--- src/rtl/mvu_pkg.sv ---
// Shared types and defaults for the MVU lane job controller.
package mvu_pkg;

  localparam int unsigned BPREC_DEFAULT = 6;

  typedef enum logic [2:0] {
    StIdle,
    StClear,
    StRun,
    StDrain,
    StDone
  } state_e;

endpackage

--- src/rtl/mvu_delay_line.sv ---
// Fixed-depth shift register with async reset and synchronous flush to zero.
module mvu_delay_line #(
  parameter int unsigned WIDTH = 1,
  parameter int unsigned DEPTH = 1
) (
  input  logic             clk,
  input  logic             rst_n,
  input  logic             i_flush,
  input  logic [WIDTH-1:0] i_din,
  output logic [WIDTH-1:0] o_dout
);

  logic [WIDTH-1:0] r_pipe [DEPTH];

  always_ff @(posedge clk or negedge rst_n) begin
    if (!rst_n) begin
      for (int i = 0; i < int'(DEPTH); i++) r_pipe[i] <= '0;
    end else if (i_flush) begin
      for (int i = 0; i < int'(DEPTH); i++) r_pipe[i] <= '0;
    end else begin
      r_pipe[0] <= i_din;
      for (int i = 1; i < int'(DEPTH); i++) r_pipe[i] <= r_pipe[i-1];
    end
  end

  assign o_dout = r_pipe[DEPTH-1];

endmodule

--- src/rtl/mvu_job_ctrl.sv ---
// Job sequencer for one MVU lane: clears and steps the AGU, drains the RAM+MAC
// pipeline, and emits pipeline-aligned valid / shift-accumulator load strobes.
module mvu_job_ctrl
  import mvu_pkg::*;
#(
  parameter int unsigned BPREC    = BPREC_DEFAULT,
  parameter int unsigned BCNT     = 32,
  parameter int unsigned PIPE_LAT = 3
) (
  input  logic             clk,
  input  logic             rst_n,
  input  logic             start,
  input  logic             abort,
  input  logic             stall,
  input  logic [BCNT-1:0]  cfg_steps,
  input  logic [BPREC-1:0] cfg_iprec,
  input  logic [BPREC-1:0] cfg_wprec,
  input  logic             acc_last_in,
  output logic             agu_clr,
  output logic             agu_en,
  output logic [BPREC-1:0] iprec_q,
  output logic [BPREC-1:0] wprec_q,
  output logic             mac_valid,
  output logic             shacc_load,
  output logic             busy,
  output logic             done,
  output logic             start_err
);

  localparam int unsigned DW = $clog2(PIPE_LAT + 1);

  state_e           r_state, w_state_d;
  logic [BCNT-1:0]  r_cnt, w_cnt_d;
  logic [DW-1:0]    r_dcnt, w_dcnt_d;
  logic [BPREC-1:0] r_iprec, w_iprec_d;
  logic [BPREC-1:0] r_wprec, w_wprec_d;
  logic             r_abort_clr;
  logic             r_busy, r_done, r_start_err;
  logic             w_abort, w_agu_en, w_agu_clr, w_start_err;
  logic [1:0]       w_dl_out;

  assign w_abort = abort && (r_state != StIdle);

  always_comb begin
    w_state_d   = r_state;
    w_cnt_d     = r_cnt;
    w_dcnt_d    = r_dcnt;
    w_iprec_d   = r_iprec;
    w_wprec_d   = r_wprec;
    w_agu_en    = 1'b0;
    w_agu_clr   = 1'b0;
    w_start_err = 1'b0;

    unique case (r_state)
      StIdle: begin
        // Generator clear owed from an abort in the previous cycle.
        w_agu_clr = r_abort_clr;
        if (start) begin
          w_iprec_d = cfg_iprec;
          w_wprec_d = cfg_wprec;
          w_cnt_d   = cfg_steps;
          w_state_d = StClear;
        end
      end
      StClear: begin
        w_agu_clr = 1'b1;
        w_state_d = (r_cnt != '0) ? StRun : StDone;
      end
      StRun: begin
        w_agu_en = ~stall & ~w_abort;
        if (w_agu_en && (r_cnt != '0)) begin
          w_cnt_d = r_cnt - BCNT'(1);
          if (r_cnt == BCNT'(1)) begin
            w_state_d = StDrain;
            w_dcnt_d  = DW'(PIPE_LAT);
          end
        end
      end
      StDrain: begin
        if (r_dcnt == DW'(1)) w_state_d = StDone;
        else                  w_dcnt_d  = r_dcnt - DW'(1);
      end
      StDone: begin
        w_state_d = StIdle;
      end
      default: begin
        w_state_d = StIdle;
      end
    endcase

    if (r_state != StIdle) begin
      w_start_err = start & ~w_abort;
      if (w_abort) w_state_d = StIdle;
    end
  end

  always_ff @(posedge clk or negedge rst_n) begin
    if (!rst_n) begin
      r_state     <= StIdle;
      r_cnt       <= '0;
      r_dcnt      <= '0;
      r_iprec     <= '0;
      r_wprec     <= '0;
      r_abort_clr <= 1'b0;
      r_busy      <= 1'b0;
      r_done      <= 1'b0;
      r_start_err <= 1'b0;
    end else begin
      r_state     <= w_state_d;
      r_cnt       <= w_cnt_d;
      r_dcnt      <= w_dcnt_d;
      r_iprec     <= w_iprec_d;
      r_wprec     <= w_wprec_d;
      r_abort_clr <= w_abort;
      r_busy      <= (w_state_d != StIdle);
      r_done      <= (w_state_d == StDone) && (r_state != StDone);
      r_start_err <= w_start_err;
    end
  end

  // Bit 1 tracks shacc_load, bit 0 tracks mac_valid.
  mvu_delay_line #(
    .WIDTH(2),
    .DEPTH(PIPE_LAT)
  ) u_delay (
    .clk    (clk),
    .rst_n  (rst_n),
    .i_flush(w_abort),
    .i_din  ({w_agu_en & acc_last_in, w_agu_en}),
    .o_dout (w_dl_out)
  );

  assign agu_en     = w_agu_en;
  assign agu_clr    = w_agu_clr;
  assign iprec_q    = r_iprec;
  assign wprec_q    = r_wprec;
  assign mac_valid  = w_dl_out[0];
  assign shacc_load = w_dl_out[1];
  assign busy       = r_busy;
  assign done       = r_done;
  assign start_err  = r_start_err;

endmodule

--- config.mk ---
export PLATFORM = sky130hd
export DESIGN_NAME = mvu_job_ctrl
export DESIGN_NICKNAME = d
export VERILOG_FILES = /design/src/rtl/mvu_pkg.sv /design/src/rtl/mvu_delay_line.sv /design/src/rtl/mvu_job_ctrl.sv
export SDC_FILE = /design/constraint.sdc
export NUM_CORES = 1
export LEC_CHECK = 0
export CORE_MARGIN = 4
export CORE_UTILIZATION = 45
export CTS_BUF_LIST = sky130_fd_sc_hd__clkbuf_16
export CTS_CLUSTER_SIZE = 30
export DETAILED_ROUTE_END_ITERATION = 8
export PLACE_DENSITY = 0.81
export SLEW_MARGIN = 20
export SYNTH_ARGS = -nofsm -noshare
export SYNTH_HDL_FRONTEND = slang
export SYNTH_SLANG_ARGS = --single-unit
--- constraint.sdc ---
create_clock -name clk -period 2.75 [get_ports clk]
set_input_delay 0.275 -clock clk [delete_from_list [all_inputs] [get_ports clk]]
set_output_delay 0.275 -clock clk [all_outputs]
set_load 0.02 [all_outputs]
* Yosys cells after proc, flatten, opt, wreduce, memory -nomap -nowiden *
Index checks and enable logic that the tools add are counted.

word-level totals
  register bits = 59
  latch bits = 0
  bits in writable memories = 0
  ROM bits = 0
  output and inout port bits = 19
  memories kept = 0

operators by class
  $add $sub $neg = 2
  $mul = 0
  div/mod/pow operators = 0
  $lt $le $gt $ge = 0
  equality and inequality tests = 11
  shifts and indexed selects = 0
  muxes and demuxes = 19
  bitwise operators = 5
  reduce and logical (&&, ||, !) cells = 12

operators by type and width
  operator                                            count
  2-to-1 mux 32 bit                                   2
  one-hot mux 32 bit (2 select lines)                 1
  == test 32 x 1 -> 1 bit, second input constant      1
  nonzero test 32 bit                                 1
  subtractor 32 x 1 -> 32 bit, second input constant  1
  2-to-1 mux 3 bit                                    7
  one-hot mux 3 bit (4 select lines)                  1
  inequality test 2 bit, second input constant        4
  == test 3 x 2 -> 1 bit, second input constant       2
  2-to-1 mux 2 bit                                    3
  2-to-1 mux 6 bit                                    1
  nonzero test 3 bit                                  2
  one-hot mux 2 bit (2 select lines)                  1
  AND reduction 4 bit                                 1
  nonzero test 2 bit                                  2
  AND 1 bit                                           3
  == test 3 x 1 -> 1 bit, second input constant       1
  == test 3 bit, second input constant                1
  logical AND 1 bit                                   3
  zero test 3 bit                                     1
  inequality test 3 bit, second input constant        1
  AND reduction 3 bit                                 1
  == test 2 x 1 -> 1 bit, second input constant       1
  2-to-1 mux 1 bit                                    2
  4 further kinds                                     5

* Longest topological paths before layout *
Gate-level depths: netlist of run 1.

  depth in word-level cells = 11
  gate-level depth with buffers = 8
  gate-level depth less buffers = 7

* By module *
A second synthesis of run 1 with hierarchy kept.

unflattened totals
  cell total of the unflattened synthesis = 378
  area, all modules = 3514.6 µm²

modules (own cells, without submodules)
  module          times used  cells an instance  area each (µm²)  seq. area each (µm²)
  mvu_job_ctrl    1           364                3311.9           1326.3
  mvu_delay_line  1           14                 202.7            150.1

* Worst setup path after synthesis of run 1 *
OpenSTA, ideal clock, no wires.

  kind = register -> register
  from = reg r_state[2]
  to = reg r_cnt[23]
  arrival = 2.073 ns
  required time = 2.629 ns
  slack = 0.556 ns
  stages on the path, launching flop included = 8
  path through = dfrtp_1 > or3b_1 > buf_2 > nor3_4 > o31a_4 > buf_6 > o22ai_2 > a22o_1

between the ends
  cells in the longest elaborated chain, start to end = 7

RTL lines
  element                                 RTL line             text
  from (decl)                             mvu_job_ctrl.sv:32   state_e r_state, w_state_d;
  from (signal assigned)                  mvu_job_ctrl.sv:99   r_state <= StIdle;
  from (signal assigned)                  mvu_job_ctrl.sv:109  r_state <= w_state_d;
  nonzero test 3 bit                      mvu_job_ctrl.sv:42   assign w_abort = abort && (r_state != StIdle);
  logical AND 1 bit                       mvu_job_ctrl.sv:42
  inverter 1 bit                          mvu_job_ctrl.sv:70   w_agu_en = ~stall & ~w_abort;
  AND 1 bit                               mvu_job_ctrl.sv:70
  logical AND 1 bit                       mvu_job_ctrl.sv:71   if (w_agu_en && (r_cnt != '0)) begin
  inequality test 2 bit (no source line)  -
  AND reduction 3 bit (no source line)    -
  to (signal assigned)                    mvu_job_ctrl.sv:110  r_cnt <= w_cnt_d;
  to (decl)                               mvu_job_ctrl.sv:33   logic [BCNT-1:0] r_cnt, w_cnt_d;

Parallel ways exist; a longest one is shown, timed or not.
A chain may end at the register's enable or synchronous reset.

* Worst setup path in the final report of run 1 *
  from = reg r_cnt[0]
  to = reg r_cnt[20]

between the ends
  cells in the longest elaborated chain, start to end = 4

RTL lines
  element
  parallel branches: the longest is 4 deep, another holds subtractor 32 x 1 -> 32 bit

Several ways; the timed one is not identified. The select of a mux whose other input is x is not followed.

==> impl_metrics.toml, run 1 <==
[status]
status = "complete, no violations"

[detailed_routing]
drc_errors = 0
routed_via_density = 6.09
first_pass_iters = 7
vias = 3345
routed_wl_um = 9500
wl_per_cell_um = 17.3
first_iter_violations = 304
ant_nets = 0

[global_route]
antenna_found_initial = 0
grt_max_degree = 60
grt_pass1_wl_um = 15300
grt_overflow = 0
grt_pass1_vias = 3168
grt_usage_pct = 21.4

[pwr]
power.density_nw_per_um2 = 967
p_leak_uw = 0.00182
peakVddDrop_mv = 0.384

[clocking]
cts_sinks = 59
cts_buffers = 9
cts_tree = "done"
hold_buffers = 0
htree_num_levels = 3
clk_path_buf_depth = 2
clock_latency_ns = 0.33
clk_pin_slew_ns = 0.05
root_buffer = "clkbuf_16"

[synthesis]
syn-cell-area_um2 = 3470
synth.yosys.warnings = 0
synth-main-ff-cell = "dfrtp_1"
synth_cell_type_count = 64
seq_area_frac_synth_pct = 42.5
synth_top_area_share_pct = 42.5
ys_seq_elements = 59
async_flop_share_pct = 100
syn-instance-count = 375
synthTopCellsByArea = "dfrtp_1, nand2_1, nor2_1"
syn_avg_cell_area_um2 = 9.27
synth_edf_count = 0
yosysTopAreaCell = "dfrtp_1"
syn_nets = 429

[critical_path]
worst_path_max_delay_cell = "or3b_2"
worstSetupPathType = "reg2reg"
cp_cell_sequence = "inv_1 > ha_1 > or3b_2 > nor4_1 > and3_1 > a31oi_1 > o22a_1"
cp.required_ns = 2.96
cp-startpoint = "r_cnt[0]"
regToRegSetupSlack_ns = 0.24
reg2reg_from = "r_cnt[0]"
crit_path_max_incr_delay_ns = 0.52
arrival_ns = 2.72
cp_max_fo = 5
endpoint = "r_cnt[20]"
reg2reg_depth = 7
r2r_end = "r_cnt[20]"
crit_path_end_kind = "register"
start_kind = "register"

[placement]
hpwl_um = 6490
portBuffers = 68
placed_cells = 530
gp_congestion = 0.892

[final_layout]
nNetsFinal = 499
multi_input_area_um2 = 1850
layout.cells.non_filler = 549
ff_latch_area_um2 = 1480
syn_to_final_growth_pct = 30.6
antennaDiodeCount = 0
layout-drive-gt1-share_pct = 12.9
nFillCells = 608

[timing]
hold_viol_final = 0
skew_ns = 0.00707
setup_viol = 0
fin_crit_sh_pct = 91.3
tightest_slew_ns = 0.765
slew_viol_final = 0
period_needed_ns = 2.51
fin_setup_tns_ns = 0
fmax_mhz = 398
rsz0062_at_grt = "false"
slew_headroom_pct = 49.0

[floorplan]
dieArea_um2 = 9190
initial_utilization_pct = 47.1
core_um2 = 7370
rows = 31
pin_count = 69
dieHeight_um = 95.9
die_x_um = 95.9

[hold_path]
hold_class = "in2async"

[run]
maxCapViolations = 0
critical path: cells and delay by family (launching register included):
| kind | cells | cell delay (ns) |
|---|---|---|
| AND/OR/NAND/NOR | 3 | 1.26 |
| flip-flops | 1 | 0.42 |
| adder cells (fa/ha/maj) | 1 | 0.26 |
| AO/OA/AOI/OAI | 2 | 0.33 |
| buffers and inverters | 1 | 0.13 |
metrics by stage:
step | total power [µW] | hold WS (ns) | cell area (µm²) | setup WS [ns] | util (%)
6_report | 4390 | 0.0941 | 4540 | 0.239 | 61.6
5_1_grt | 4660 | 0.172 | 4540 | 0.0998 | 61.6
4_1_cts | 4380 | 0.138 | 4520 | 0.0639 | 61.3
3_5_place_dp | 3380 | 0.434 | 4260 | 0.327 | 57.7
3_3_place_gp | 3310 | 0.433 | 4260 | 0.398 | 57.7
2_1_floorplan | 2730 | -0.0206 | 3470 | 0.556 | -
synth_stat cells, types with 6 or more instances:
cell type and instances:
a22oi_1 9, nor2_1 28, a21oi_1 10, and2_1 6, a31oi_1 7, dfrtp_1 59
nor4_1 12, nor3_1 17, nand3_1 7, o21ai_0 9, o2bb2ai_1 8, o22ai_1 13
inv_1 7, nand4_1 6, clkbuf_1 16, and3_1 8, a2bb2oi_1 8, nand2_1 57
worst min-delay path by stage:
| stage | to | slack, ns | start |
|---|---|---|---|
| 2_1_floorplan | busy | -0.02 | rst_n |
| 3_3_place_gp | u_delay.o_dout[1] | 0.43 | u_delay.r_pipe[3] |
| 3_5_place_dp | u_delay.r_pipe[3] | 0.43 | u_delay.r_pipe[5] |
| 4_1_cts | r_state[1] | 0.14 | rst_n |
| 5_1_grt | r_state[1] | 0.17 | rst_n |
| 6_report | r_state[1] | 0.09 | rst_n |
logic make-up after synthesis:
group | after synthesis | share of synthesized area (%)
buf+inv | 31 | 4.39
fa+ha+maj | 4 | 1.44
mux | 1 | 0.288
flops | 59 | 42.5
simple gates | 177 | 28.8
compound gates | 103 | 22.6
flip-flops by register name, indices dropped and copies added (netlist names):
| name | count |
|---|---|
| wprec_q | 6 |
| r_abort_clr | 1 |
| done | 1 |
| u_delay.r_pipe | 4 |
| r_cnt | 32 |
| r_state | 3 |
| busy | 1 |
| start_err | 1 |
| iprec_q | 6 |
| r_dcnt | 2 |
| u_delay.o_dout | 2 |
placed cells by master, fill, tap and decap left out, types with 8 or more instances in the layout:
cell type	instances
o21ai_0	9
buf_4	14
clkdlybuf4s50_1	67
a22oi_1	9
nor3_1	17
nor4_1	12
dfrtp_1	59
clkbuf_16	9
o22ai_1	13
a21oi_1	10
a2bb2oi_1	8
nor2_1	28
nand2_1	57
o2bb2ai_1	8
and3_1	8
inv_1	8
layout make-up:
cell class | count | share of cell area, %
sequential | 59 | 32.5
multi-input combinational | 285 | 40.8
tap | 99 | 2.73
clock buffer | 9 | 4.96
clock inverter | 7 | 0.799
timing repair buffer | 83 | 17.6
inverter | 7 | 0.579
metal layers:
layer | vias up | track usage, % | routed length (µm)
li1 | 1562 | - | -
met1 | 1580 | 28.4 | 4130
met2 | 188 | 34.3 | 4370
met3 | 15 | 4.22 | 841
met4 | 0 | 8.29 | 160
met5 | - | 0 | 0
report_power, final:
group | switching [µW] | total [µW] | internal (µW) | leakage (µW)
clock network | 393 | 988 | 595 | 0.000127
registers | 406 | 1630 | 1230 | 0.000724
logic | 950 | 1770 | 822 | 0.000969
total | 1750 | 4390 | 2640 | 0.00182
what timing repair did:
action	4_1_cts	5_1_grt
setup buffers	0	3
gates resized for setup	0	0
setup endpoints to repair	0	1
Power figures use the tool's default switching activity.
==> run 2: changes to the inputs <==
--- a/config.mk
+++ b/config.mk
@@ -11,7 +11,8 @@
 export CTS_CLUSTER_SIZE = 30
 export DETAILED_ROUTE_END_ITERATION = 8
 export PLACE_DENSITY = 0.81
-export SLEW_MARGIN = 20
+export SLEW_MARGIN = 5
 export SYNTH_ARGS = -nofsm -noshare
 export SYNTH_HDL_FRONTEND = slang
 export SYNTH_SLANG_ARGS = --single-unit
+export TNS_END_PERCENT = 50
==> results of run 2 <==
Same layout as run 1: the final DEF is identical, and so are final timing and power.
==> run 3: changes to the inputs <==
--- a/config.mk
+++ b/config.mk
@@ -5,12 +5,13 @@
 export SDC_FILE = /design/constraint.sdc
 export NUM_CORES = 1
 export LEC_CHECK = 0
+export ABC_AREA = 1
 export CORE_MARGIN = 4
 export CORE_UTILIZATION = 45
 export CTS_BUF_LIST = sky130_fd_sc_hd__clkbuf_16
 export CTS_CLUSTER_SIZE = 30
 export DETAILED_ROUTE_END_ITERATION = 8
-export PLACE_DENSITY = 0.81
+export PLACE_DENSITY = 0.8
 export SLEW_MARGIN = 5
 export SYNTH_ARGS = -nofsm -noshare
 export SYNTH_HDL_FRONTEND = slang
==> constraint.sdc (replaced) <==
create_clock -name clk -period 2.75 [get_ports clk]
set_input_delay 0.275 -clock clk [delete_from_list [all_inputs] [get_ports clk]]
set_output_delay 0.275 -clock clk [all_outputs]
set_load 0.1 [all_outputs]
==> run 3 against run 2 <==
Sequential share of layout area down 1.4 points. Register-to-register slack better by 0.49 ns. Area after synthesis up 7.7%. Die area up 7.0%. Non-clock buffer count down 9. Synthesized cell count up 55%. Setup slack better by 0.41 ns. Highest routed layer unchanged. Utilization down 1.4 points. Clock power up 8%.
==> impl_metrics.toml, run 3 <==
[status]
status = "complete, no violations"

[pwr]
power.density_nw_per_um2 = 1260
p_int_uw = 2860
p_leak_uw = 0.00250
p_comb_share_pct = 54.6
p_clk_share_pct = 17.9
peakVddDrop_mv = 0.793
power.switching_uw = 3120
total_power_uw = 5970
p_seq_share_pct = 27.4
p_sw_share_pct = 52.2

[floorplan]
rows = 32
initial_utilization_pct = 47.4
dieHeight_um = 99.2
core_um2 = 7890
dieArea_um2 = 9840
pin_count = 69
die_x_um = 99.2

[timing]
slew_viol_final = 0
tightest_slew_ns = 0.513
hold_viol_final = 0
fmax_mhz = 476
period_needed_ns = 2.10
fin_setup_tns_ns = 0
setup_viol = 0
rsz0062_at_grt = "false"
skew_ns = 0.00538
fin_crit_sh_pct = 76.4
layout_setup_ws_ns = 0.648
slew_headroom_pct = 65.7

[clocking]
htree_num_levels = 3
post_cts_buffers = 0
cts_buffers = 9
cts_tree = "done"
root_buffer = "clkbuf_16"
clock_latency_ns = 0.33
cts_sinks = 59
cts_resized = 0
clk_path_buf_depth = 2
clk_pin_slew_ns = 0.05

[global_route]
grt_usage_pct = 20.2
grt_pass1_vias = 3622
grt_overflow = 0
grt_max_degree = 39
antenna_found_initial = 0
grt_pass1_wl_um = 16300

[synthesis]
synth_cell_type_count = 30
synth_most_common_cell = "nand2_1"
syn-cell-area_um2 = 3740
syn-instance-count = 581
async_flop_share_pct = 100
synth-main-ff-cell = "dfrtp_1"
synth_edf_count = 0
synth_common_cells = "nand2_1, nor2_1, dfrtp_1, inv_1, nand3_1"
yosysTopAreaCell = "dfrtp_1"
syn_avg_cell_area_um2 = 6.44
synth.yosys.warnings = 0
syn_nets = 635
seq_area_frac_synth_pct = 39.5
ys_seq_elements = 59
synth_top_area_share_pct = 39.5
synthTopCellsByArea = "dfrtp_1, nand2_1, nor2_1"

[final_layout]
layout-drive-gt1-share_pct = 8.83
largest_register_ffs = 32
largest-register = "r_cnt"
fin_area_um2 = 4750
nFillCells = 720
antennaDiodeCount = 0
layout_common_cells = "nand2_1, nor2_1, dfrtp_1"
final_common_cell = "nand2_1"
syn_to_final_growth_pct = 27.0
nNetsFinal = 706
layout.cells.non_filler = 759

[critical_path]
reg2reg_from = "r_cnt[0]"
cp_max_fo = 14
worstSetupPathType = "reg2out"
crit_path_end_kind = "output pin"
arrival_ns = 1.83
regToRegSetupSlack_ns = 0.73
cp.required_ns = 2.48
cp-startpoint = "r_state[0]"
start_kind = "register"

[detailed_routing]
first_pass_iters = 6
routed_wl_um = 9550
vias = 3788
routed_via_density = 4.99
wl_per_cell_um = 12.6
first_iter_violations = 202
ant_nets = 0
drc_errors = 0

[placement]
gp_congestion = 0.953
post_dp_cell_area_um2 = 4460
hpwl_um = 6990
portBuffers = 68
pre_cts_ws_ns = 0.750
placed_cells = 742

[hold_path]
hold_class = "in2async"

[run]
maxCapViolations = 0
## run 3: cell count changes after synthesis, sizes merged, moves of 8 or more
| cell | previous run | this run |
|---|---|---|
| nand3 | 7 | 39 |
| a22oi | 9 | 0 |
| a2bb2oi | 9 | 0 |
| nor3 | 19 | 2 |
| nor2 | 29 | 88 |
| clkbuf | 16 | 6 |
| nor4 | 17 | 0 |
| inv | 7 | 50 |
| and3 | 8 | 0 |
| o2bb2ai | 8 | 0 |
| o22ai | 15 | 0 |
| nand2 | 58 | 278 |
## run 3: path summary, 6_finish.rpt
path                              end  cells after the start
max                            agu_en                      4
min                         r_cnt[20]                      2
max reg2reg                 r_cnt[22]                     11
min reg2reg                wprec_q[4]                      2
max in group asynchronous   r_cnt[10]                      3
min in group clk           wprec_q[4]                      2
## run 3: cell families (layout without fill, tap and decap cells)
family	after synthesis	count (layout)	share of synthesized area, %
flip-flops	59	59	39.5
XOR/XNOR	3	3	0.702
AND/OR/NAND/NOR	421	421	46.0
adder cells (fa/ha/maj)	4	4	1.34
buffers and inverters	64	140	7.46
AO/OA/AOI/OAI	29	29	4.82
multiplexers	1	1	0.268
## run 3: what timing repair did
action / in CTS / in global routing
setup endpoints to repair: 0 / 0
hold buffers: 1 / 0
endpoints found under the hold margin: 21 / 0
## run 3: per-layer routing
| layer | up-vias | share of wire, % | track usage [%] |
|---|---|---|---|
| met5 | - | 0 | 0 |
| met4 | 0 | 1.8 | 6.30 |
| met3 | 18 | 6.3 | 4.00 |
| met2 | 123 | 48 | 34.2 |
| met1 | 1716 | 44 | 25.9 |
| li1 | 1931 | - | - |
## run 3: layout make-up
cell class	count	area, µm²	area share (%)
multi-input cells	458	1990	41.8
flip-flops and latches	59	1480	31.1
repair buffers	74	688	14.5
clock buffers	9	225	4.74
inverters	50	188	3.95
well taps	102	128	2.69
clock inverters	7	60.1	1.26
## run 3: worst max-delay path, stage by stage (launching register included)
cell	delay, ns
dfrtp_1	0.39
inv_1	0.08
nand3_1	0.38
nor2_1	0.43
buf_12	0.22
## run 3: stage by stage
step	hold slack, ns	utilization, %
6_report	0.449	60.2
5_1_grt	0.496	60.2
4_1_cts	0.464	60.2
3_5_place_dp	0.271	56.5
3_3_place_gp	0.266	56.5
2_1_floorplan	-0.0206	-
## run 3: power by group through the flow
stage               clock network [µW]  logic [µW]  registers (µW)
global placement                     0        3170            1620
finish                            1070        3260            1640
CTS                               1080        3280            1630
global route                      1120        3630            1700
floorplan                            0        1910            2270
detailed placement                   0        3260            1630
